[src/rtl/swc_ib_ctrl_if.sv]
// swc_ib_ctrl_if: fabric sink, MMU, RTU, MPM and PTA signals of one switch input block
interface swc_ib_ctrl_if #(
    parameter int g_page_addr_width = 10,
    parameter int g_usecount_width  = 4,
    parameter int g_prio_width      = 3,
    parameter int g_ctrl_width      = 4,
    parameter int g_data_width      = 16,
    parameter int g_num_ports       = 11
);
    logic [g_data_width-1:0]      tx_data_i;
    logic [g_ctrl_width-1:0]      tx_ctrl_i;
    logic                         tx_bytesel_i;
    logic                         tx_valid_i;
    logic                         tx_sof_p1_i;
    logic                         tx_eof_p1_i;
    logic                         tx_rerror_p1_i;
    logic                         tx_dreq_o;
    logic                         mmu_page_alloc_req_o;
    logic                         mmu_page_alloc_done_i;
    logic [g_page_addr_width-1:0] mmu_pageaddr_i;
    logic [g_page_addr_width-1:0] mmu_pageaddr_o;
    logic                         mmu_force_free_o;
    logic                         mmu_set_usecnt_o;
    logic                         mmu_set_usecnt_done_i;
    logic [g_usecount_width-1:0]  mmu_usecnt_o;
    logic                         rtu_rsp_valid_i;
    logic                         rtu_rsp_ack_o;
    logic [g_num_ports-1:0]       rtu_dst_port_mask_i;
    logic                         rtu_drop_i;
    logic [g_prio_width-1:0]      rtu_prio_i;
    logic                         mpm_pckstart_o;
    logic [g_page_addr_width-1:0] mpm_pageaddr_o;
    logic                         mpm_pageend_i;
    logic [g_data_width-1:0]      mpm_data_o;
    logic [g_ctrl_width-1:0]      mpm_ctrl_o;
    logic                         mpm_drdy_o;
    logic                         mpm_full_i;
    logic                         mpm_flush_o;
    logic                         pta_transfer_pck_o;
    logic [g_page_addr_width-1:0] pta_pageaddr_o;
    logic [g_num_ports-1:0]       pta_mask_o;
    logic [g_prio_width-1:0]      pta_prio_o;

    modport slave (
        input  tx_data_i, tx_ctrl_i, tx_bytesel_i, tx_valid_i, tx_sof_p1_i, tx_eof_p1_i, tx_rerror_p1_i,
        input  mmu_page_alloc_done_i, mmu_pageaddr_i, mmu_set_usecnt_done_i,
        input  rtu_rsp_valid_i, rtu_dst_port_mask_i, rtu_drop_i, rtu_prio_i,
        input  mpm_pageend_i, mpm_full_i,
        output tx_dreq_o, mmu_page_alloc_req_o, mmu_pageaddr_o, mmu_force_free_o, mmu_set_usecnt_o, mmu_usecnt_o,
        output rtu_rsp_ack_o, mpm_pckstart_o, mpm_pageaddr_o, mpm_data_o, mpm_ctrl_o, mpm_drdy_o, mpm_flush_o,
        output pta_transfer_pck_o, pta_pageaddr_o, pta_mask_o, pta_prio_o
    );

    modport master (
        output tx_data_i, tx_ctrl_i, tx_bytesel_i, tx_valid_i, tx_sof_p1_i, tx_eof_p1_i, tx_rerror_p1_i,
        output mmu_page_alloc_done_i, mmu_pageaddr_i, mmu_set_usecnt_done_i,
        output rtu_rsp_valid_i, rtu_dst_port_mask_i, rtu_drop_i, rtu_prio_i,
        output mpm_pageend_i, mpm_full_i,
        input  tx_dreq_o, mmu_page_alloc_req_o, mmu_pageaddr_o, mmu_force_free_o, mmu_set_usecnt_o, mmu_usecnt_o,
        input  rtu_rsp_ack_o, mpm_pckstart_o, mpm_pageaddr_o, mpm_data_o, mpm_ctrl_o, mpm_drdy_o, mpm_flush_o,
        input  pta_transfer_pck_o, pta_pageaddr_o, pta_mask_o, pta_prio_o
    );
endinterface

[src/rtl/swc_ib_ctrl.sv]
// swc_ib_ctrl: switch input block streaming fabric frames into the MPM and handing routed frames to the PTA
module swc_ib_ctrl #(
    parameter int g_page_addr_width = 10,
    parameter int g_usecount_width  = 4,
    parameter int g_prio_width      = 3,
    parameter int g_ctrl_width      = 4,
    parameter int g_data_width      = 16,
    parameter int g_num_ports       = 11
) (
    input logic          clk_i,
    input logic          rst_n_i,
    swc_ib_ctrl_if.slave ib
);
    typedef enum logic [2:0] {IDLE, RCV, WAIT_RTU, USECNT, XFER, DROP} state_t;
    localparam logic [31:0] c_uc_max = (32'd1 << g_usecount_width) - 32'd1;

    state_t                       state_q, state_d;
    logic                         page_rdy_q, page_rdy_d, alloc_req_q, alloc_req_d, pend_q, pend_d;
    logic [g_page_addr_width-1:0] next_page_q, next_page_d, pck_page_q, pck_page_d;
    logic [g_page_addr_width-1:0] mpm_page_q, mpm_page_d, mmu_page_q, mmu_page_d, pta_page_q, pta_page_d;
    logic                         rtu_got_q, rtu_got_d, rtu_drop_q, rtu_drop_d, rtu_ack_q, rtu_ack_d;
    logic [g_num_ports-1:0]       rtu_mask_q, rtu_mask_d, pta_mask_q, pta_mask_d;
    logic [g_prio_width-1:0]      rtu_prio_q, rtu_prio_d, pta_prio_q, pta_prio_d;
    logic                         dreq_q, dreq_d, pckstart_q, pckstart_d, drdy_q, drdy_d;
    logic                         free_q, free_d, set_uc_q, set_uc_d, flush_q, flush_d, xfer_q, xfer_d;
    logic [g_data_width-1:0]      data_q, data_d;
    logic [g_ctrl_width-1:0]      ctrl_q, ctrl_d;
    logic [g_usecount_width-1:0]  usecnt_q, usecnt_d;
    logic [31:0]                  pop;
    logic                         latch, to_drop;

    always_comb begin
        pop = '0;
        for (int i = 0; i < g_num_ports; i++)
            pop = pop + 32'(rtu_mask_q[i]);
        state_d     = state_q;
        page_rdy_d  = page_rdy_q;
        pend_d      = pend_q;
        next_page_d = next_page_q;
        pck_page_d  = pck_page_q;
        mpm_page_d  = mpm_page_q;
        mmu_page_d  = mmu_page_q;
        pta_page_d  = pta_page_q;
        pta_mask_d  = pta_mask_q;
        pta_prio_d  = pta_prio_q;
        rtu_got_d   = rtu_got_q;
        rtu_drop_d  = rtu_drop_q;
        rtu_mask_d  = rtu_mask_q;
        rtu_prio_d  = rtu_prio_q;
        data_d      = data_q;
        ctrl_d      = ctrl_q;
        usecnt_d    = usecnt_q;
        set_uc_d    = set_uc_q;
        pckstart_d  = 1'b0;
        drdy_d      = 1'b0;
        free_d      = 1'b0;
        flush_d     = 1'b0;
        xfer_d      = 1'b0;
        to_drop     = 1'b0;
        // the RTU answer may arrive any time after the frame starts, but is taken once per frame
        latch       = ib.rtu_rsp_valid_i & ~rtu_got_q & (state_q inside {RCV, WAIT_RTU, DROP});
        rtu_ack_d   = latch;
        if (latch) begin
            rtu_got_d  = 1'b1;
            rtu_mask_d = ib.rtu_dst_port_mask_i;
            rtu_drop_d = ib.rtu_drop_i;
            rtu_prio_d = ib.rtu_prio_i;
        end
        if (alloc_req_q & ib.mmu_page_alloc_done_i) begin
            page_rdy_d  = 1'b1;
            next_page_d = ib.mmu_pageaddr_i;
        end
        if (state_q == RCV && ib.tx_valid_i) begin
            drdy_d = 1'b1;
            data_d = ib.tx_data_i;
            ctrl_d = ib.tx_bytesel_i ? '1 : ib.tx_ctrl_i;
        end
        case (state_q)
            IDLE: if (ib.tx_sof_p1_i && page_rdy_q) begin
                state_d    = RCV;
                pckstart_d = 1'b1;
                mpm_page_d = next_page_q;
                pck_page_d = next_page_q;
                page_rdy_d = 1'b0;
            end
            RCV: begin
                // a page boundary seen without a spare page is remembered until the prefetch lands
                if (ib.mpm_pageend_i || pend_q) begin
                    pend_d = ~page_rdy_q;
                    if (page_rdy_q) begin
                        mpm_page_d = next_page_q;
                        page_rdy_d = 1'b0;
                    end
                end
                if (ib.tx_rerror_p1_i) begin
                    to_drop = 1'b1;
                    pend_d  = 1'b0;
                end else if (ib.tx_eof_p1_i) begin
                    state_d = WAIT_RTU;
                    pend_d  = 1'b0;
                end
            end
            WAIT_RTU: if (rtu_got_q) begin
                if (rtu_drop_q || rtu_mask_q == '0)
                    to_drop = 1'b1;
                else begin
                    state_d    = USECNT;
                    set_uc_d   = 1'b1;
                    mmu_page_d = pck_page_q;
                    usecnt_d   = pop > c_uc_max ? '1 : pop[g_usecount_width-1:0];
                end
            end
            USECNT: if (ib.mmu_set_usecnt_done_i) begin
                state_d    = XFER;
                set_uc_d   = 1'b0;
                xfer_d     = 1'b1;
                pta_page_d = pck_page_q;
                pta_mask_d = rtu_mask_q;
                pta_prio_d = rtu_prio_q;
            end
            XFER: begin
                state_d   = IDLE;
                rtu_got_d = 1'b0;
            end
            DROP: if (rtu_got_q) begin
                state_d   = IDLE;
                rtu_got_d = 1'b0;
            end
            default: state_d = IDLE;
        endcase
        if (to_drop) begin
            state_d    = DROP;
            flush_d    = 1'b1;
            free_d     = 1'b1;
            mmu_page_d = pck_page_q;
        end
        alloc_req_d = ~page_rdy_d;
        dreq_d      = page_rdy_d & ~ib.mpm_full_i & (state_d inside {IDLE, RCV});
    end

    always_ff @(posedge clk_i or negedge rst_n_i) begin
        if (!rst_n_i) begin
            state_q     <= IDLE;
            page_rdy_q  <= 1'b0;
            alloc_req_q <= 1'b0;
            pend_q      <= 1'b0;
            next_page_q <= '0;
            pck_page_q  <= '0;
            mpm_page_q  <= '0;
            mmu_page_q  <= '0;
            pta_page_q  <= '0;
            pta_mask_q  <= '0;
            pta_prio_q  <= '0;
            rtu_got_q   <= 1'b0;
            rtu_drop_q  <= 1'b0;
            rtu_mask_q  <= '0;
            rtu_prio_q  <= '0;
            rtu_ack_q   <= 1'b0;
            dreq_q      <= 1'b0;
            pckstart_q  <= 1'b0;
            drdy_q      <= 1'b0;
            free_q      <= 1'b0;
            set_uc_q    <= 1'b0;
            flush_q     <= 1'b0;
            xfer_q      <= 1'b0;
            data_q      <= '0;
            ctrl_q      <= '0;
            usecnt_q    <= '0;
        end else begin
            state_q     <= state_d;
            page_rdy_q  <= page_rdy_d;
            alloc_req_q <= alloc_req_d;
            pend_q      <= pend_d;
            next_page_q <= next_page_d;
            pck_page_q  <= pck_page_d;
            mpm_page_q  <= mpm_page_d;
            mmu_page_q  <= mmu_page_d;
            pta_page_q  <= pta_page_d;
            pta_mask_q  <= pta_mask_d;
            pta_prio_q  <= pta_prio_d;
            rtu_got_q   <= rtu_got_d;
            rtu_drop_q  <= rtu_drop_d;
            rtu_mask_q  <= rtu_mask_d;
            rtu_prio_q  <= rtu_prio_d;
            rtu_ack_q   <= rtu_ack_d;
            dreq_q      <= dreq_d;
            pckstart_q  <= pckstart_d;
            drdy_q      <= drdy_d;
            free_q      <= free_d;
            set_uc_q    <= set_uc_d;
            flush_q     <= flush_d;
            xfer_q      <= xfer_d;
            data_q      <= data_d;
            ctrl_q      <= ctrl_d;
            usecnt_q    <= usecnt_d;
        end
    end

    assign ib.tx_dreq_o            = dreq_q;
    assign ib.mmu_page_alloc_req_o = alloc_req_q;
    assign ib.mmu_pageaddr_o       = mmu_page_q;
    assign ib.mmu_force_free_o     = free_q;
    assign ib.mmu_set_usecnt_o     = set_uc_q;
    assign ib.mmu_usecnt_o         = usecnt_q;
    assign ib.rtu_rsp_ack_o        = rtu_ack_q;
    assign ib.mpm_pckstart_o       = pckstart_q;
    assign ib.mpm_pageaddr_o       = mpm_page_q;
    assign ib.mpm_data_o           = data_q;
    assign ib.mpm_ctrl_o           = ctrl_q;
    assign ib.mpm_drdy_o           = drdy_q;
    assign ib.mpm_flush_o          = flush_q;
    assign ib.pta_transfer_pck_o   = xfer_q;
    assign ib.pta_pageaddr_o       = pta_page_q;
    assign ib.pta_mask_o           = pta_mask_q;
    assign ib.pta_prio_o           = pta_prio_q;
endmodule

[src/flat_wrapper.sv]
// flat-port wrapper written by rule: the top's interface ports become plain ports
module swc_ib_ctrl_flat 
#(
    parameter int g_page_addr_width = 10,
    parameter int g_usecount_width  = 4,
    parameter int g_prio_width      = 3,
    parameter int g_ctrl_width      = 4,
    parameter int g_data_width      = 16,
    parameter int g_num_ports       = 11
)
  (clk_i, rst_n_i, ib_tx_data_i, ib_tx_ctrl_i, ib_tx_bytesel_i, ib_tx_valid_i, ib_tx_sof_p1_i, ib_tx_eof_p1_i, ib_tx_rerror_p1_i, ib_mmu_page_alloc_done_i, ib_mmu_pageaddr_i, ib_mmu_set_usecnt_done_i, ib_rtu_rsp_valid_i, ib_rtu_dst_port_mask_i, ib_rtu_drop_i, ib_rtu_prio_i, ib_mpm_pageend_i, ib_mpm_full_i, ib_tx_dreq_o, ib_mmu_page_alloc_req_o, ib_mmu_pageaddr_o, ib_mmu_force_free_o, ib_mmu_set_usecnt_o, ib_mmu_usecnt_o, ib_rtu_rsp_ack_o, ib_mpm_pckstart_o, ib_mpm_pageaddr_o, ib_mpm_data_o, ib_mpm_ctrl_o, ib_mpm_drdy_o, ib_mpm_flush_o, ib_pta_transfer_pck_o, ib_pta_pageaddr_o, ib_pta_mask_o, ib_pta_prio_o);
  swc_ib_ctrl_if #(.g_page_addr_width(g_page_addr_width), .g_usecount_width(g_usecount_width), .g_prio_width(g_prio_width), .g_ctrl_width(g_ctrl_width), .g_data_width(g_data_width), .g_num_ports(g_num_ports)) ib_i ();
  input logic clk_i;
  input logic rst_n_i;
  input wire logic [$bits(ib_i.tx_data_i)-1:0] ib_tx_data_i;
  input wire logic [$bits(ib_i.tx_ctrl_i)-1:0] ib_tx_ctrl_i;
  input wire logic [$bits(ib_i.tx_bytesel_i)-1:0] ib_tx_bytesel_i;
  input wire logic [$bits(ib_i.tx_valid_i)-1:0] ib_tx_valid_i;
  input wire logic [$bits(ib_i.tx_sof_p1_i)-1:0] ib_tx_sof_p1_i;
  input wire logic [$bits(ib_i.tx_eof_p1_i)-1:0] ib_tx_eof_p1_i;
  input wire logic [$bits(ib_i.tx_rerror_p1_i)-1:0] ib_tx_rerror_p1_i;
  input wire logic [$bits(ib_i.mmu_page_alloc_done_i)-1:0] ib_mmu_page_alloc_done_i;
  input wire logic [$bits(ib_i.mmu_pageaddr_i)-1:0] ib_mmu_pageaddr_i;
  input wire logic [$bits(ib_i.mmu_set_usecnt_done_i)-1:0] ib_mmu_set_usecnt_done_i;
  input wire logic [$bits(ib_i.rtu_rsp_valid_i)-1:0] ib_rtu_rsp_valid_i;
  input wire logic [$bits(ib_i.rtu_dst_port_mask_i)-1:0] ib_rtu_dst_port_mask_i;
  input wire logic [$bits(ib_i.rtu_drop_i)-1:0] ib_rtu_drop_i;
  input wire logic [$bits(ib_i.rtu_prio_i)-1:0] ib_rtu_prio_i;
  input wire logic [$bits(ib_i.mpm_pageend_i)-1:0] ib_mpm_pageend_i;
  input wire logic [$bits(ib_i.mpm_full_i)-1:0] ib_mpm_full_i;
  output wire logic [$bits(ib_i.tx_dreq_o)-1:0] ib_tx_dreq_o;
  output wire logic [$bits(ib_i.mmu_page_alloc_req_o)-1:0] ib_mmu_page_alloc_req_o;
  output wire logic [$bits(ib_i.mmu_pageaddr_o)-1:0] ib_mmu_pageaddr_o;
  output wire logic [$bits(ib_i.mmu_force_free_o)-1:0] ib_mmu_force_free_o;
  output wire logic [$bits(ib_i.mmu_set_usecnt_o)-1:0] ib_mmu_set_usecnt_o;
  output wire logic [$bits(ib_i.mmu_usecnt_o)-1:0] ib_mmu_usecnt_o;
  output wire logic [$bits(ib_i.rtu_rsp_ack_o)-1:0] ib_rtu_rsp_ack_o;
  output wire logic [$bits(ib_i.mpm_pckstart_o)-1:0] ib_mpm_pckstart_o;
  output wire logic [$bits(ib_i.mpm_pageaddr_o)-1:0] ib_mpm_pageaddr_o;
  output wire logic [$bits(ib_i.mpm_data_o)-1:0] ib_mpm_data_o;
  output wire logic [$bits(ib_i.mpm_ctrl_o)-1:0] ib_mpm_ctrl_o;
  output wire logic [$bits(ib_i.mpm_drdy_o)-1:0] ib_mpm_drdy_o;
  output wire logic [$bits(ib_i.mpm_flush_o)-1:0] ib_mpm_flush_o;
  output wire logic [$bits(ib_i.pta_transfer_pck_o)-1:0] ib_pta_transfer_pck_o;
  output wire logic [$bits(ib_i.pta_pageaddr_o)-1:0] ib_pta_pageaddr_o;
  output wire logic [$bits(ib_i.pta_mask_o)-1:0] ib_pta_mask_o;
  output wire logic [$bits(ib_i.pta_prio_o)-1:0] ib_pta_prio_o;
  assign ib_i.tx_data_i = ib_tx_data_i;
  assign ib_i.tx_ctrl_i = ib_tx_ctrl_i;
  assign ib_i.tx_bytesel_i = ib_tx_bytesel_i;
  assign ib_i.tx_valid_i = ib_tx_valid_i;
  assign ib_i.tx_sof_p1_i = ib_tx_sof_p1_i;
  assign ib_i.tx_eof_p1_i = ib_tx_eof_p1_i;
  assign ib_i.tx_rerror_p1_i = ib_tx_rerror_p1_i;
  assign ib_i.mmu_page_alloc_done_i = ib_mmu_page_alloc_done_i;
  assign ib_i.mmu_pageaddr_i = ib_mmu_pageaddr_i;
  assign ib_i.mmu_set_usecnt_done_i = ib_mmu_set_usecnt_done_i;
  assign ib_i.rtu_rsp_valid_i = ib_rtu_rsp_valid_i;
  assign ib_i.rtu_dst_port_mask_i = ib_rtu_dst_port_mask_i;
  assign ib_i.rtu_drop_i = ib_rtu_drop_i;
  assign ib_i.rtu_prio_i = ib_rtu_prio_i;
  assign ib_i.mpm_pageend_i = ib_mpm_pageend_i;
  assign ib_i.mpm_full_i = ib_mpm_full_i;
  assign ib_tx_dreq_o = ib_i.tx_dreq_o;
  assign ib_mmu_page_alloc_req_o = ib_i.mmu_page_alloc_req_o;
  assign ib_mmu_pageaddr_o = ib_i.mmu_pageaddr_o;
  assign ib_mmu_force_free_o = ib_i.mmu_force_free_o;
  assign ib_mmu_set_usecnt_o = ib_i.mmu_set_usecnt_o;
  assign ib_mmu_usecnt_o = ib_i.mmu_usecnt_o;
  assign ib_rtu_rsp_ack_o = ib_i.rtu_rsp_ack_o;
  assign ib_mpm_pckstart_o = ib_i.mpm_pckstart_o;
  assign ib_mpm_pageaddr_o = ib_i.mpm_pageaddr_o;
  assign ib_mpm_data_o = ib_i.mpm_data_o;
  assign ib_mpm_ctrl_o = ib_i.mpm_ctrl_o;
  assign ib_mpm_drdy_o = ib_i.mpm_drdy_o;
  assign ib_mpm_flush_o = ib_i.mpm_flush_o;
  assign ib_pta_transfer_pck_o = ib_i.pta_transfer_pck_o;
  assign ib_pta_pageaddr_o = ib_i.pta_pageaddr_o;
  assign ib_pta_mask_o = ib_i.pta_mask_o;
  assign ib_pta_prio_o = ib_i.pta_prio_o;
  swc_ib_ctrl #(.g_page_addr_width(g_page_addr_width), .g_usecount_width(g_usecount_width), .g_prio_width(g_prio_width), .g_ctrl_width(g_ctrl_width), .g_data_width(g_data_width), .g_num_ports(g_num_ports)) u_core (.clk_i(clk_i), .rst_n_i(rst_n_i), .ib(ib_i));
endmodule
[config.mk]
export PLATFORM = sky130hd
export DESIGN_NAME = swc_ib_ctrl_flat
export DESIGN_NICKNAME = d
export VERILOG_FILES = /design/src/rtl/swc_ib_ctrl_if.sv /design/src/rtl/swc_ib_ctrl.sv /design/src/flat_wrapper.sv
export SDC_FILE = /design/constraint.sdc
export NUM_CORES = 1
export LEC_CHECK = 0
export ABC_AREA = 1
export CORE_MARGIN = 8
export CORE_UTILIZATION = 43
export CTS_CLUSTER_DIAMETER = 60
export CTS_CLUSTER_SIZE = 16
export DETAILED_ROUTE_END_ITERATION = 8
export HOLD_SLACK_MARGIN = 0.1
export PLACE_DENSITY = 0.8
export SETUP_SLACK_MARGIN = 0.3
export SLEW_MARGIN = 20
export SYNTH_ARGS = -nofsm -noshare
export SYNTH_HDL_FRONTEND = slang
export SYNTH_SLANG_ARGS = --single-unit
[constraint.sdc]
create_clock -name clk_i -period 3.1 [get_ports clk_i]
set_input_delay 0.93 -clock clk_i [delete_from_list [all_inputs] [get_ports clk_i]]
set_output_delay 0.93 -clock clk_i [all_outputs]
set_load 0.01 [all_outputs]
# Word level (Yosys, flattened, before mapping)
# Index checks and enable logic that the tools add are counted.
# W data, S select, Z words.
# totals
wordCells	124
out_inout_bits	77
regBits	117
# classes
bitwise	10
n_mux	44
add_sub_neg	10
n_reduce_logical	21
order_cmp	1
eq_ne	13
# ops
operator	n
$add A32 B1 Y32	9
$mux W10	7
$gt A32 B4 Y1 const B	1
$mux W3	8
$mux W1	21
$pmux W10 S2	1
$pmux W3 S5	1
$logic_not A11 Y1	1
$reduce_bool A2 Y1	5
$mux W4	2
$ne A2 B1 Y1 const B	4
$pmux W1 S2	4
$reduce_and A4 Y1	2
$eq A3 B1 Y1 const B	2
$eq A3 B2 Y1 const B	2
$eq A3 B3 Y1 const B	2
$logic_not A3 Y1	2
$ne A2 B2 Y1 const B	3
$reduce_and A2 Y1	3
$reduce_and A3 Y1	2
$reduce_bool A3 Y1	2
$and A1 B1 Y1	5
$not A1 Y1	5
$add A1 B1 Y2	1
2 further kinds	4

# Logic depth before layout (Yosys ltp)
# Gate-level depths: netlist (run 1).
# depth
word_depth	12
mapped_depth	12

# Least setup slack after synthesis (run 1)
# No wires, ideal clock.
# synth_path
path_kind	reg-to-reg
startpoint	reg u_core.rtu_mask_q[0]
endpoint	reg u_core.usecnt_q[2] (netlist: u_core.ib.mmu_usecnt_o[2])
required_ns	3.017
stages_incl_launch_ff	13
setup_time_ns	0.083
n_path_buf	0
setup_slack_ns	0.067
arrival_time_ns	2.951
path_cell_list	dfrtp_1 -> inv_1 -> ha_1 -> inv_1 -> fa_1 -> fa_1 -> fa_1 -> inv_1 -> ha_1 -> inv_1 -> fa_1 -> xor2_1 -> o21ai_0
# synth_between
elab_chain_cells	12
elab_cells_between_ends	16
classes_between	10 x add/sub; 1 x order compare; 1 x mux; 1 x bitwise; 3 x reduce/logical
# synth_lines
element	line	text
start, declared	swc_ib_ctrl.sv:22	logic [g_num_ports-1:0] rtu_mask_q, rtu_mask_d, pta_mask_q, pta_mask_d;
start signal, assigned	swc_ib_ctrl.sv:183	rtu_mask_q <= rtu_mask_d;
$add A1 B1 Y2	swc_ib_ctrl.sv:35	pop = pop + 32'(rtu_mask_q[i]);
$add A32 B1 Y32 (9 in series)	swc_ib_ctrl.sv:35	
$gt A32 B4 Y1	swc_ib_ctrl.sv:110	usecnt_d = pop > c_uc_max ? '1 : pop[g_usecount_width-1:0];
$mux W4	swc_ib_ctrl.sv:110	
end signal, assigned	swc_ib_ctrl.sv:195	usecnt_q <= usecnt_d;
end, declared	swc_ib_ctrl.sv:28	logic [g_usecount_width-1:0] usecnt_q, usecnt_d;
# Parallel ways exist; a longest one is shown, timed or not.
# A chain may end at the register's enable or synchronous reset.

# Final worst setup path (run 1)
# Ends and elaborated chain as after synthesis.

==> impl_results.md, run 1 <==
- Slowest Stage Delay on Critical Path: between 500 and 600 ps
- Max-slew headroom at the worst pin: about two thirds
- Placeable core region: approximately 11000 sq um
- Minimum setup slack after placement: -12.8 ps
- Fraction of the mapped netlist area in compound gates: ~8.5%
- Basic-gate share of the synthesized area counting and, or, nand and nor cells: 17.8%
- Measured slew at the worst slew-check pin: approximately 470 ps
- Flip-flop cell with the highest count after synthesis: sky130_fd_sc_hd__dfrtp_1
- Cell type contributing the most total cell area after synthesis: sky130_fd_sc_hd__dfrtp_1
- Remaining routing DRC violations: 0
- Critical Path AT: 3510 ps
- Source-to-sink clock delay at the later pin of the worst-skew pair: around 400 ps
- Area share of the leading cell type in the synthesized netlist: about 60%
- Proportion of power drawn by the clock network: 20.9%
- ANT nets after route: 0
- Die area: 15000 sq um
- Xor and xnor area share after synthesis: less than 1%
- Fin nets: slightly above 700
- Area Overhead vs Synth: 42.1%
- Placement Rows: 39
- Max-cap violation count: 0
- Worst hold path type: input pin to asynchronous set/reset pin
- Final setup margin: -79.8 ps
- Routability cong.: 0.829
- Pin count of the biggest net entering global routing: 55
- Root buf cell: sky130_fd_sc_hd__clkbuf_16
- Combinational family with the most area after synthesis: simple AND/OR/NAND/NOR gates
- Sw power: approximately 3.3 mW
- Switching share of total power: 37.8%
- Share of post-route cells with drive strength above 1: 14.8%
- Number of buffers on the longest clock path: 2
- Final period util: 103%
- Nature of the critical path endpoint: register
- Power per Cell Area: 1250 nW/um^2
- Count of cell types in the netlist: 32
- Multi-input gate area: approximately 1600 sq um
- Die width: between 100 and 150 microns
- Failing checks: negative setup slack
- Main area contributors after synthesis: sky130_fd_sc_hd__dfrtp_1 60%, sky130_fd_sc_hd__nand2_1 12%, sky130_fd_sc_hd__inv_1 3.4%
- Average cell area after synthesis: approximately 10 sq um
- N_diodes: 0
- Clock-pin transition on the worst setup and hold timing paths: 50 ps
- Most frequent cell after synthesis: sky130_fd_sc_hd__nand2_1
- Synth Net Count: around 560
- Highest net fanout along the worst path: 2
- Static leakage: between 3 and 4 nW
- Final max-slew violation count: 0
- Type of the setup path with the least slack: register to register
- Internal portion of total power: between 5 and 6 mW
- Combinational share of power: 48.1%
- Num Clock Sinks: 117
- # port buffers: between 100 and 150
- Critical Path Source Type: register
- Most frequent cell on the critical path: sky130_fd_sc_hd__inv_2
- Area taken by flip-flops and latches: 2930 sq um
- Average detailed-routed wire length per instance: between 15 and 20 microns
- IO Count: around 130
- Antenna violations before repair: 0
- Overall routed net length: about 12000 microns
- Yosys Warn Count: 0
- First-pass GRT wire length: about 21000 microns
- Number of synthesized flops with an enable pin: 0
- Post-Synthesis Cells: between 400 and 500
- Unrepaired setup endpoints after global routing: yes
- Critical path buffer and inverter count: 4
- Max Clk Rate: about 310 MHz
- Seq pwr share: a little under a third
- Portion of the post-synthesis area used by sequential elements: around three fifths
- Drt first-iter violations: approximately 220
- Vias post-DR: around 3800
- Number of synthesized register bits: 117
- Fraction of synthesized area in multiplexers: under 10%
- Fillers: 934
- Total gr overflow: 0
- Util after Layout: around three fifths
- Post-synthesis adder-cell area fraction: 4.00%
- Vias/cell: 4.82
- Status: finished with violations
- Vertical die dimension: 123 microns
- Crit-path slowest cell: sky130_fd_sc_hd__fa_2
- Initial DRT Pass Iterations: 4
- GRT Overall Usage: between 10% and 20%
- Top post-synthesis cells by count: 152 x sky130_fd_sc_hd__nand2_1, 117 x sky130_fd_sc_hd__dfrtp_1, 44 x sky130_fd_sc_hd__inv_1, 29 x sky130_fd_sc_hd__nor2_1, 28 x sky130_fd_sc_hd__o21ai_0
- Final Hold Violating Endpoints: 0
- Via count of the first global-routing pass: approximately 4200
- Initial standard-cell utilization of the core: between 40% and 50%
- Endpoints failing setup: 2
- Largest clock skew in the final design: about 5.7 ps
- Maximum level of the CTS H-tree: 4
- CTS tree: built
- DPL Wire Length: between 8000 and 9000 microns
- Required arrival time at the worst endpoint: between 3000 and 4000 ps
- Final Critical Period: 3180 ps
- Largest delay contributor family on the critical path: adder cells
- Share of synthesized flip-flops with an asynchronous set or reset: 100%
- Area of the mapped netlist: a little under 5000 sq um
- Critical path, cell by cell: inv_2, ha_4, inv_2, fa_1, fa_2, fa_2, inv_2, ha_4, inv_2, fa_2, xor2_2, o21ai_2
- Maximum VDD drop: between 0.0005 and 0.0006 V
- Total CTS buffers: 17
## final cells by class
| type | instances | share of cell area (%) |
|---|---|---|
| Sequential cell | 117 | 42.2 |
| Multi-Input combinational cell | 304 | 23.7 |
| Timing Repair Buffer | 146 | 20.7 |
| Clock buffer | 21 | 6.78 |
| Inverter | 50 | 2.83 |
| Tap cell | 143 | 2.58 |
| Clock inverter | 9 | 1.15 |
## worst paths after layout
| check | startpoint | end | slack [ps] | cells after the start |
|---|---|---|---|---|
| hold / removal | rst_n_i | u_core.ib.mpm_data_o[9]$_DFFE_PN0P_ | 450 | 1 |
| setup reg to reg | u_core.rtu_mask_q[0]$_DFFE_PN0P_ | u_core.ib.mmu_usecnt_o[2]$_DFFE_PN0P_ | -80 | 12 |
| min in group clk_i | u_core.rtu_prio_q[0]$_DFFE_PN0P_ | u_core.ib.pta_prio_o[0]$_DFFE_PN0P_ | 480 | 2 |
| hold reg to reg | u_core.rtu_prio_q[0]$_DFFE_PN0P_ | u_core.ib.pta_prio_o[0]$_DFFE_PN0P_ | 480 | 2 |
| setup / recovery | u_core.rtu_mask_q[0]$_DFFE_PN0P_ | u_core.ib.mmu_usecnt_o[2]$_DFFE_PN0P_ | -80 | 12 |
| max in group asynchronous | rst_n_i | u_core.ib.mmu_set_usecnt_o$_DFFE_PN0P_ | 1860 | 2 |
## sequential cells by signal (all words and copies together) (netlist names), 4 cells and up
name                      cells
u_core.ib.pta_pageaddr_o     10
u_core.next_page_q           10
u_core.ib.mpm_data_o         16
u_core.ib.mmu_pageaddr_o     10
u_core.ib.mmu_usecnt_o        4
u_core.pck_page_q            10
u_core.rtu_mask_q            11
u_core.ib.mpm_pageaddr_o     10
u_core.ib.mpm_ctrl_o          4
u_core.ib.pta_mask_o         11
## routing by layer
metal,vias to the layer above,share of wire (%),global-route usage [%]
met3,18,11,9.11
met5,-,0,0
met2,142,46,27.8
li1,1825,-,-
met4,0,1.4,5.86
met1,1823,42,20.3
## per-stage QoR
stage               hold slack [ps]  cells  power (mW)  area, sq um  setup TNS (ps)
global placement                455    755        6.22         6300               0
detailed placement              468    755        6.47         6300           -12.8
finish                          453    790        8.66         6940            -125
CTS                             455    789        8.47         6900           -87.2
floorplan                       442    490        4.87         4880               0
global route                    474    790        9.33         6940            -273
## power by group through the flow
stage	sequential, mW	clock [mW]	combinational [mW]
after floorplan	2.82	0	2.05
after global placement	2.65	0	3.57
after detailed placement	2.69	0	3.78
after CTS	2.68	1.85	3.95
after global routing	2.77	1.91	4.66
final	2.68	1.81	4.17
## placed cells by master (no fill, tap or decap), types with 9 or more instances in the layout
master,count
sky130_fd_sc_hd__nor2_1,29
sky130_fd_sc_hd__clkbuf_16,17
sky130_fd_sc_hd__nand2_1,152
sky130_fd_sc_hd__clkdlybuf4s50_1,132
sky130_fd_sc_hd__dfrtp_1,117
sky130_fd_sc_hd__o21ai_0,26
sky130_fd_sc_hd__inv_2,9
sky130_fd_sc_hd__nand3_1,15
sky130_fd_sc_hd__inv_1,38
sky130_fd_sc_hd__a21oi_2,10
sky130_fd_sc_hd__buf_4,13
sky130_fd_sc_hd__o21ai_1,27
sky130_fd_sc_hd__mux2_2,10
## timing repair
action                                  4_1_cts  5_1_grt
hold endpoints to repair                      0        0
hold buffers                                  0        0
endpoints found under the setup margin        3        4
buffers inserted                              4        1
gates resized for setup                       5        8
pin swaps                                     4        4
## kinds of logic after synthesis
| group | count (synthesis) |
|---|---|
| adders and majority gates | 12 |
| xor gates and xnor gates | 1 |
| and+or+nand+nor | 209 |
| buffers and inverters | 69 |
| muxes | 10 |
| AOI/OAI and AO/OA | 72 |
| DFF | 117 |
Power figures use the tool's default switching activity.
==> run 2: changes to the inputs <==
--- a/config.mk
+++ b/config.mk
@@ -6,13 +6,13 @@
 export NUM_CORES = 1
 export LEC_CHECK = 0
 export ABC_AREA = 1
-export CORE_MARGIN = 8
-export CORE_UTILIZATION = 43
+export CORE_MARGIN = 3
+export CORE_UTILIZATION = 48
 export CTS_CLUSTER_DIAMETER = 60
 export CTS_CLUSTER_SIZE = 16
 export DETAILED_ROUTE_END_ITERATION = 8
 export HOLD_SLACK_MARGIN = 0.1
-export PLACE_DENSITY = 0.8
+export PLACE_DENSITY = 0.84
 export SETUP_SLACK_MARGIN = 0.3
 export SLEW_MARGIN = 20
 export SYNTH_ARGS = -nofsm -noshare
==> constraint.sdc (replaced) <==
create_clock -name clk_i -period 3.39 [get_ports clk_i]
set_input_delay 1.017 -clock clk_i [delete_from_list [all_inputs] [get_ports clk_i]]
set_output_delay 1.017 -clock clk_i [all_outputs]
set_load 0.01 [all_outputs]
==> run 2 against run 1 <==
  * The flow now finishes without violations
  * Worst hold slack improved by 31 ps
  * Maximum frequency is 0.80% higher
  * Largest cell class unchanged
  * Flip-flop and latch count stayed put
  * Final cell count fell by 1.6%
  * Critical path type unchanged
  * Setup slack improved by 320 ps
==> impl_results.md, run 2 (same netlist as run 1, synthesis figures left out) <==
- Status: finished clean
- Commonest cells after routing, fill and taps aside: 152 x sky130_fd_sc_hd__nand2_1, 132 x sky130_fd_sc_hd__clkdlybuf4s50_1, 117 x sky130_fd_sc_hd__dfrtp_1
- Source-to-sink clock delay at the later pin of the worst-skew pair: around 500 ps
- Vias post-DR: 3812
- Clock-pin transition on the worst setup and hold timing paths: around 60 ps
- Final Hold Violating Endpoints: 0
- Static leakage: 3.29 nW
- # hold bufs at CTS: 0
- Highest net fanout along the worst path: 3
- Hold path startpoint: u_core.ib.mpm_data_o[5]$_DFFE_PN0P_
- Final Critical Period: around 3200 ps
- Die width: between 100 and 150 microns
- Share of post-route cells with drive strength above 1: 13.4%
- Pin count of the biggest net entering global routing: 60
- Endpoint with the worst hold slack: u_core.ib.mpm_data_o[5]$_DFFE_PN0P_
- Remaining routing DRC violations: 0
- Placement Rows: 36
- Via count of the first global-routing pass: 4003
- # port buffers: ~130
- Maximum level of the CTS H-tree: 4
- First-pass GRT wire length: 19500 microns
- Initial standard-cell utilization of the core: a little under 50%
- Overall routed net length: ~12000 microns
- Final period util: between 90% and 100%
- GRT Overall Usage: between 20% and 30%
- DPL Wire Length: around 8000 microns
- Number of buffers on the longest clock path: 2
- Total power after layout: just under 8 mW
- Total gr overflow: 0
- Nature of the critical path endpoint: register
- Max-slew headroom at the worst pin: between 50% and 60%
- Unrepaired setup endpoints after global routing: yes
- N_diodes: 0
- Root buf cell: sky130_fd_sc_hd__clkbuf_8
- Required arrival time at the worst endpoint: around 3800 ps
- Die area: 11400 sq um
- Average detailed-routed wire length per instance: 14.9 microns
- Drt first-iter violations: 209
- Count of cells along the worst register-to-register path: 11
- Total CTS buffers: 17
- Slack of the worst reg-to-reg path: 240 ps
- Commonest non-fill, non-tap cell in the layout: sky130_fd_sc_hd__nand2_1
- Worst hold path type: register to register
- Measured slew at the worst slew-check pin: approximately 730 ps
- Initial DRT Pass Iterations: 4
- Antenna violations before repair: 0
- Power per Cell Area: about 1100 nW/um^2
- End of the worst register-to-register path: u_core.ib.mmu_usecnt_o[1]$_DFFE_PN0P_
- Largest clock skew in the final design: 7.18 ps
- Endpoints failing setup: 0
- Hold-critical path depth: 2
- Type of the setup path with the least slack: register to register
- ANT nets after route: 0
- Final max-slew violation count: 0
- Critical Path AT: around 3500 ps
- Hold WS: 484 ps
- Vias/cell: between 4 and 5
- Crit Reg-Reg Startpoint: u_core.rtu_mask_q[0]$_DFFE_PN0P_
- Placeable core region: around 9800 sq um
- IO Count: between 100 and 150
- Vertical die dimension: about 110 microns
- Area Overhead vs Synth: 41.7%
- Maximum VDD drop: 0.000487 V
- Accumulated negative setup slack: 0 ps
- Num Clock Sinks: roughly 120
- Fin nets: 700
- Fillers: 752
- Worst setup path startpoint: u_core.rtu_mask_q[0]$_DFFE_PN0P_
- Max Clk Rate: around 320 MHz
- Flip-flop count of the largest register after layout: 16
- Routability cong.: ~0.83
- Critical Path Source Type: register
- CTS tree: built
- Max-cap violation count: 0
[run 2: cell count changes in the layout (fill, tap and decap cells not counted), sizes merged]
cell | previous run | this run
buf | 14 | 9
bufinv | 1 | 4
clkbuf | 21 | 20
[run 2: routing by layer]
metal	wire [microns]	track usage (%)	share of wire [%]	vias up
met5	0	0	0	-
met4	104	6.39	0.90	0
met3	980	7.59	8.5	10
met2	5780	35.9	50	132
met1	4680	26.6	41	1848
li1	-	-	-	1822
[run 2: per-stage QoR]
stage	setup slack, ps	util [%]	area, sq um	std cells
floorplan	357	-	4880	490
global placement	279	63.7	6250	742
detailed placement	124	63.7	6250	742
CTS	233	70.3	6900	775
global route	132	70.5	6920	777
finish	235	70.5	6920	777
[run 2: worst max-delay path by stage]
stage	slack [ps]	cells past startpoint	endpoint
2_1_floorplan	360	12	u_core.ib.mmu_usecnt_o[2]$_DFFE_PN0P_
3_3_place_gp	280	12	u_core.ib.mmu_usecnt_o[2]$_DFFE_PN0P_
3_5_place_dp	120	12	u_core.ib.mmu_usecnt_o[2]$_DFFE_PN0P_
4_1_cts	230	11	u_core.ib.mmu_usecnt_o[1]$_DFFE_PN0P_
5_1_grt	130	12	u_core.ib.mmu_usecnt_o[2]$_DFFE_PN0P_
6_report	240	11	u_core.ib.mmu_usecnt_o[1]$_DFFE_PN0P_
[run 2: area by class of cell]
cell class / count / area [sq um] / share of cell area [%]
clock buffers: 20 / 445 / 6.44
well taps: 133 / 166 / 2.41
multi-input cells: 304 / 1620 / 23.3
clock inverters: 12 / 178 / 2.57
repair buffers: 141 / 1390 / 20.1
flip-flops and latches: 117 / 2930 / 42.3
inverters: 50 / 196 / 2.84
[run 2: power by group]
part	switching [mW]	leakage, nW	internal, mW
clock network	0.634	0.293	1.23
registers	0.391	1.45	2.07
logic	1.78	1.55	1.64
total	2.80	3.29	4.94
[run 2: worst max-delay path, cell delays in order (launching register included)]
cell and delay, ps:
sky130_fd_sc_hd__dfrtp_1 380, sky130_fd_sc_hd__inv_2 80, sky130_fd_sc_hd__ha_4 270, sky130_fd_sc_hd__inv_2 30, sky130_fd_sc_hd__fa_1 460, sky130_fd_sc_hd__fa_1 520, sky130_fd_sc_hd__fa_1 420, sky130_fd_sc_hd__inv_1 80
sky130_fd_sc_hd__ha_2 190, sky130_fd_sc_hd__inv_2 40, sky130_fd_sc_hd__fa_2 510, sky130_fd_sc_hd__o21ai_1 70
[run 2: timing repair]
| item | in CTS | in global routing |
|---|---|---|
| setup buffers | 1 | 2 |
| gates resized for setup | 8 | 1 |
| pin swaps | 2 | 1 |
| setup endpoints to repair | 2 | 2 |
==> run 3: changes to the inputs <==
--- a/config.mk
+++ b/config.mk
@@ -7,12 +7,12 @@
 export LEC_CHECK = 0
 export ABC_AREA = 1
 export CORE_MARGIN = 3
-export CORE_UTILIZATION = 48
+export CORE_UTILIZATION = 50
 export CTS_CLUSTER_DIAMETER = 60
 export CTS_CLUSTER_SIZE = 16
 export DETAILED_ROUTE_END_ITERATION = 8
 export HOLD_SLACK_MARGIN = 0.1
-export PLACE_DENSITY = 0.84
+export PLACE_DENSITY = 0.87
 export SETUP_SLACK_MARGIN = 0.3
 export SLEW_MARGIN = 20
 export SYNTH_ARGS = -nofsm -noshare
==> constraint.sdc (replaced) <==
create_clock -name clk_i -period 3.8 [get_ports clk_i]
set_input_delay 1.14 -clock clk_i [delete_from_list [all_inputs] [get_ports clk_i]]
set_output_delay 1.14 -clock clk_i [all_outputs]
set_load 0.01 [all_outputs]
==> run 3 against run 2 <==
  * Power decreased by 14%
  * First-iteration DRC count decreased by 48%
  * Design area decreased by 1.9%
  * Critical endpoint is now u_core.ib.mmu_usecnt_o[2]$_DFFE_PN0P_
  * Via count decreased by 1.2%
  * Largest power group unchanged
  * Setup slack improved by 300 ps
  * Register-to-register slack improved by 300 ps
  * Global-route usage decreased by 0.11 points
==> impl_results.md, run 3 (same netlist as run 1, synthesis figures left out) <==
- CTS tree: built
- Crit Reg-Reg Startpoint: u_core.rtu_mask_q[0]$_DFFE_PN0P_
- Count of cells along the worst register-to-register path: 12
- Power per Cell Area: between 900 and 1000 nW/um^2
- Die area: 11000 sq um
- Unrepaired setup endpoints after global routing: no
- Nature of the critical path endpoint: register
- Initial DRT Pass Iterations: 4
- Die width: 105 microns
- Number of buffers on the longest clock path: 2
- Num Clock Sinks: 117
- Commonest non-fill, non-tap cell in the layout: sky130_fd_sc_hd__nand2_1
- Layer with the highest usage: met2
- Static leakage: between 3 and 4 nW
- Total gr overflow: 0
- Highest net fanout along the worst path: 3
- Met3 Resource Use GR: around 9%
- GRT Overall Usage: between 20% and 30%
- Routability cong.: around 0.81
- Overall routed net length: 11100 microns
- ANT nets after route: 0
- Fillers: 699
- Critical Path AT: roughly 3700 ps
- Post-route cell area: around 6800 sq um
- Total CTS buffers: 17
- Met1 Resource Use GR: a little over a quarter
- Hold path startpoint: u_core.ib.mpm_data_o[14]$_DFFE_PN0P_
- Util after Layout: around 72%
- Commonest cells after routing, fill and taps aside: 152 x sky130_fd_sc_hd__nand2_1, 132 x sky130_fd_sc_hd__clkdlybuf4s50_1, 117 x sky130_fd_sc_hd__dfrtp_1
- Antenna violations before repair: 0
- Critical Path Source Type: register
- Vias post-DR: around 3800
- DPL Wire Length: approximately 8000 microns
- Area taken by flip-flops and latches: roughly 2900 sq um
- Fin nets: ~690
- Type of the setup path with the least slack: register to register
- Met2 GRT Util: a little over a third
- Slack of the worst reg-to-reg path: 540 ps
- Area post-placement: a little over 6000 sq um
- Area Overhead vs Synth: 39.0%
- Final Critical Period: around 3300 ps
- Vertical die dimension: between 100 and 150 microns
- # hold bufs at CTS: 0
- Remaining routing DRC violations: 0
- Pin count of the biggest net entering global routing: just over 60
- Source-to-sink clock delay at the later pin of the worst-skew pair: 500 ps
- Placeable core region: about 9400 sq um
- Drt first-iter violations: 109
- Placement Rows: 35
- Max-cap violation count: 0
- Measured slew at the worst slew-check pin: 730 ps
- Post-placement cell count: between 700 and 800
- Max Clk Rate: 307 MHz
- Accumulated negative setup slack: 0 ps
- # port buffers: 133
- Final max-slew violation count: 0
- Vias/cell: between 4 and 5
- Endpoint with the worst hold slack: u_core.ib.mpm_data_o[14]$_DFFE_PN0P_
- Largest clock skew in the final design: between 7 and 8 ps
- Via count of the first global-routing pass: around 3900
- Initial standard-cell utilization of the core: 52.1%
- Maximum level of the CTS H-tree: 4
- Post-CTS sizing: 0
- Required arrival time at the worst endpoint: 4220 ps
- Flip-flop count of the largest register after layout: 16
- Post-CTS setup buffers: 0
- Share of post-route cells with drive strength above 1: a little under an eighth
- IO Count: around 130
- Hold-critical path depth: 2
- Final Hold Violating Endpoints: 0
- Status: finished clean
- Final cell count without fillers: ~770
- Maximum VDD drop: roughly 0.00044 V
- Multi-input gate area: between 1500 and 2000 sq um
- Clock-pin transition on the worst setup and hold timing paths: about 60 ps
- Average detailed-routed wire length per instance: between 10 and 15 microns
- First-pass GRT wire length: roughly 19000 microns
- Hold WS: ~480 ps
- End of the worst register-to-register path: u_core.ib.mmu_usecnt_o[2]$_DFFE_PN0P_
- Final period util: 85.8%
- Worst hold path type: register to register
- Worst setup path startpoint: u_core.rtu_mask_q[0]$_DFFE_PN0P_
- N_diodes: 0
- Endpoints failing setup: 0
- Root buf cell: sky130_fd_sc_hd__clkbuf_8
- Max-slew headroom at the worst pin: 51.3%
-- run 3: worst max-delay path by stage --
| stage | end | slack [ps] | cells after the start |
|---|---|---|---|
| finish | u_core.ib.mmu_usecnt_o[2]$_DFFE_PN0P_ | 540 | 12 |
| global route | u_core.ib.mmu_usecnt_o[2]$_DFFE_PN0P_ | 390 | 12 |
| global placement | u_core.ib.mmu_usecnt_o[2]$_DFFE_PN0P_ | 700 | 12 |
| detailed placement | u_core.ib.mmu_usecnt_o[2]$_DFFE_PN0P_ | 560 | 12 |
| floorplan | u_core.ib.mmu_usecnt_o[2]$_DFFE_PN0P_ | 770 | 12 |
| CTS | u_core.ib.mmu_usecnt_o[2]$_DFFE_PN0P_ | 530 | 12 |
-- run 3: final cells by class --
class / count / area share [%]
repair buffers: 135 / 20.0
clock inverters: 14 / 1.94
inverters: 50 / 2.90
clock buffers: 17 / 6.10
well taps: 129 / 2.38
flip-flops and latches: 117 / 43.1
multi-input cells: 304 / 23.5
-- run 3: layer usage --
layer	vias to the layer above	part of all wire, %
met5	-	0
met4	0	0.91
met3	11	8.1
met2	126	49
met1	1815	42
li1	1814	-
-- run 3: critical path: stages (launching register included) --
cell and delay [ps]:
sky130_fd_sc_hd__dfrtp_1 380, sky130_fd_sc_hd__inv_1 90, sky130_fd_sc_hd__ha_1 230, sky130_fd_sc_hd__inv_1 70, sky130_fd_sc_hd__fa_1 440, sky130_fd_sc_hd__fa_1 550
sky130_fd_sc_hd__fa_1 430, sky130_fd_sc_hd__inv_1 70, sky130_fd_sc_hd__ha_1 160, sky130_fd_sc_hd__inv_1 60, sky130_fd_sc_hd__fa_1 370, sky130_fd_sc_hd__xor2_1 150
sky130_fd_sc_hd__o21ai_0 170
-- run 3: stage by stage --
step | total power [mW] | setup WS [ps]
after CTS | 6.69 | 530
after global placement | 4.98 | 704
after floorplan | 3.94 | 767
after global routing | 7.15 | 387
after detailed placement | 5.21 | 556
final | 6.63 | 539
-- run 3: power breakdown --
part / total [mW] / switching, mW / internal (mW)
Combinational: 3.00 / 1.59 / 1.41
Clock: 1.44 / 0.574 / 0.869
Sequential: 2.19 / 0.348 / 1.84
Total: 6.63 / 2.51 / 4.13
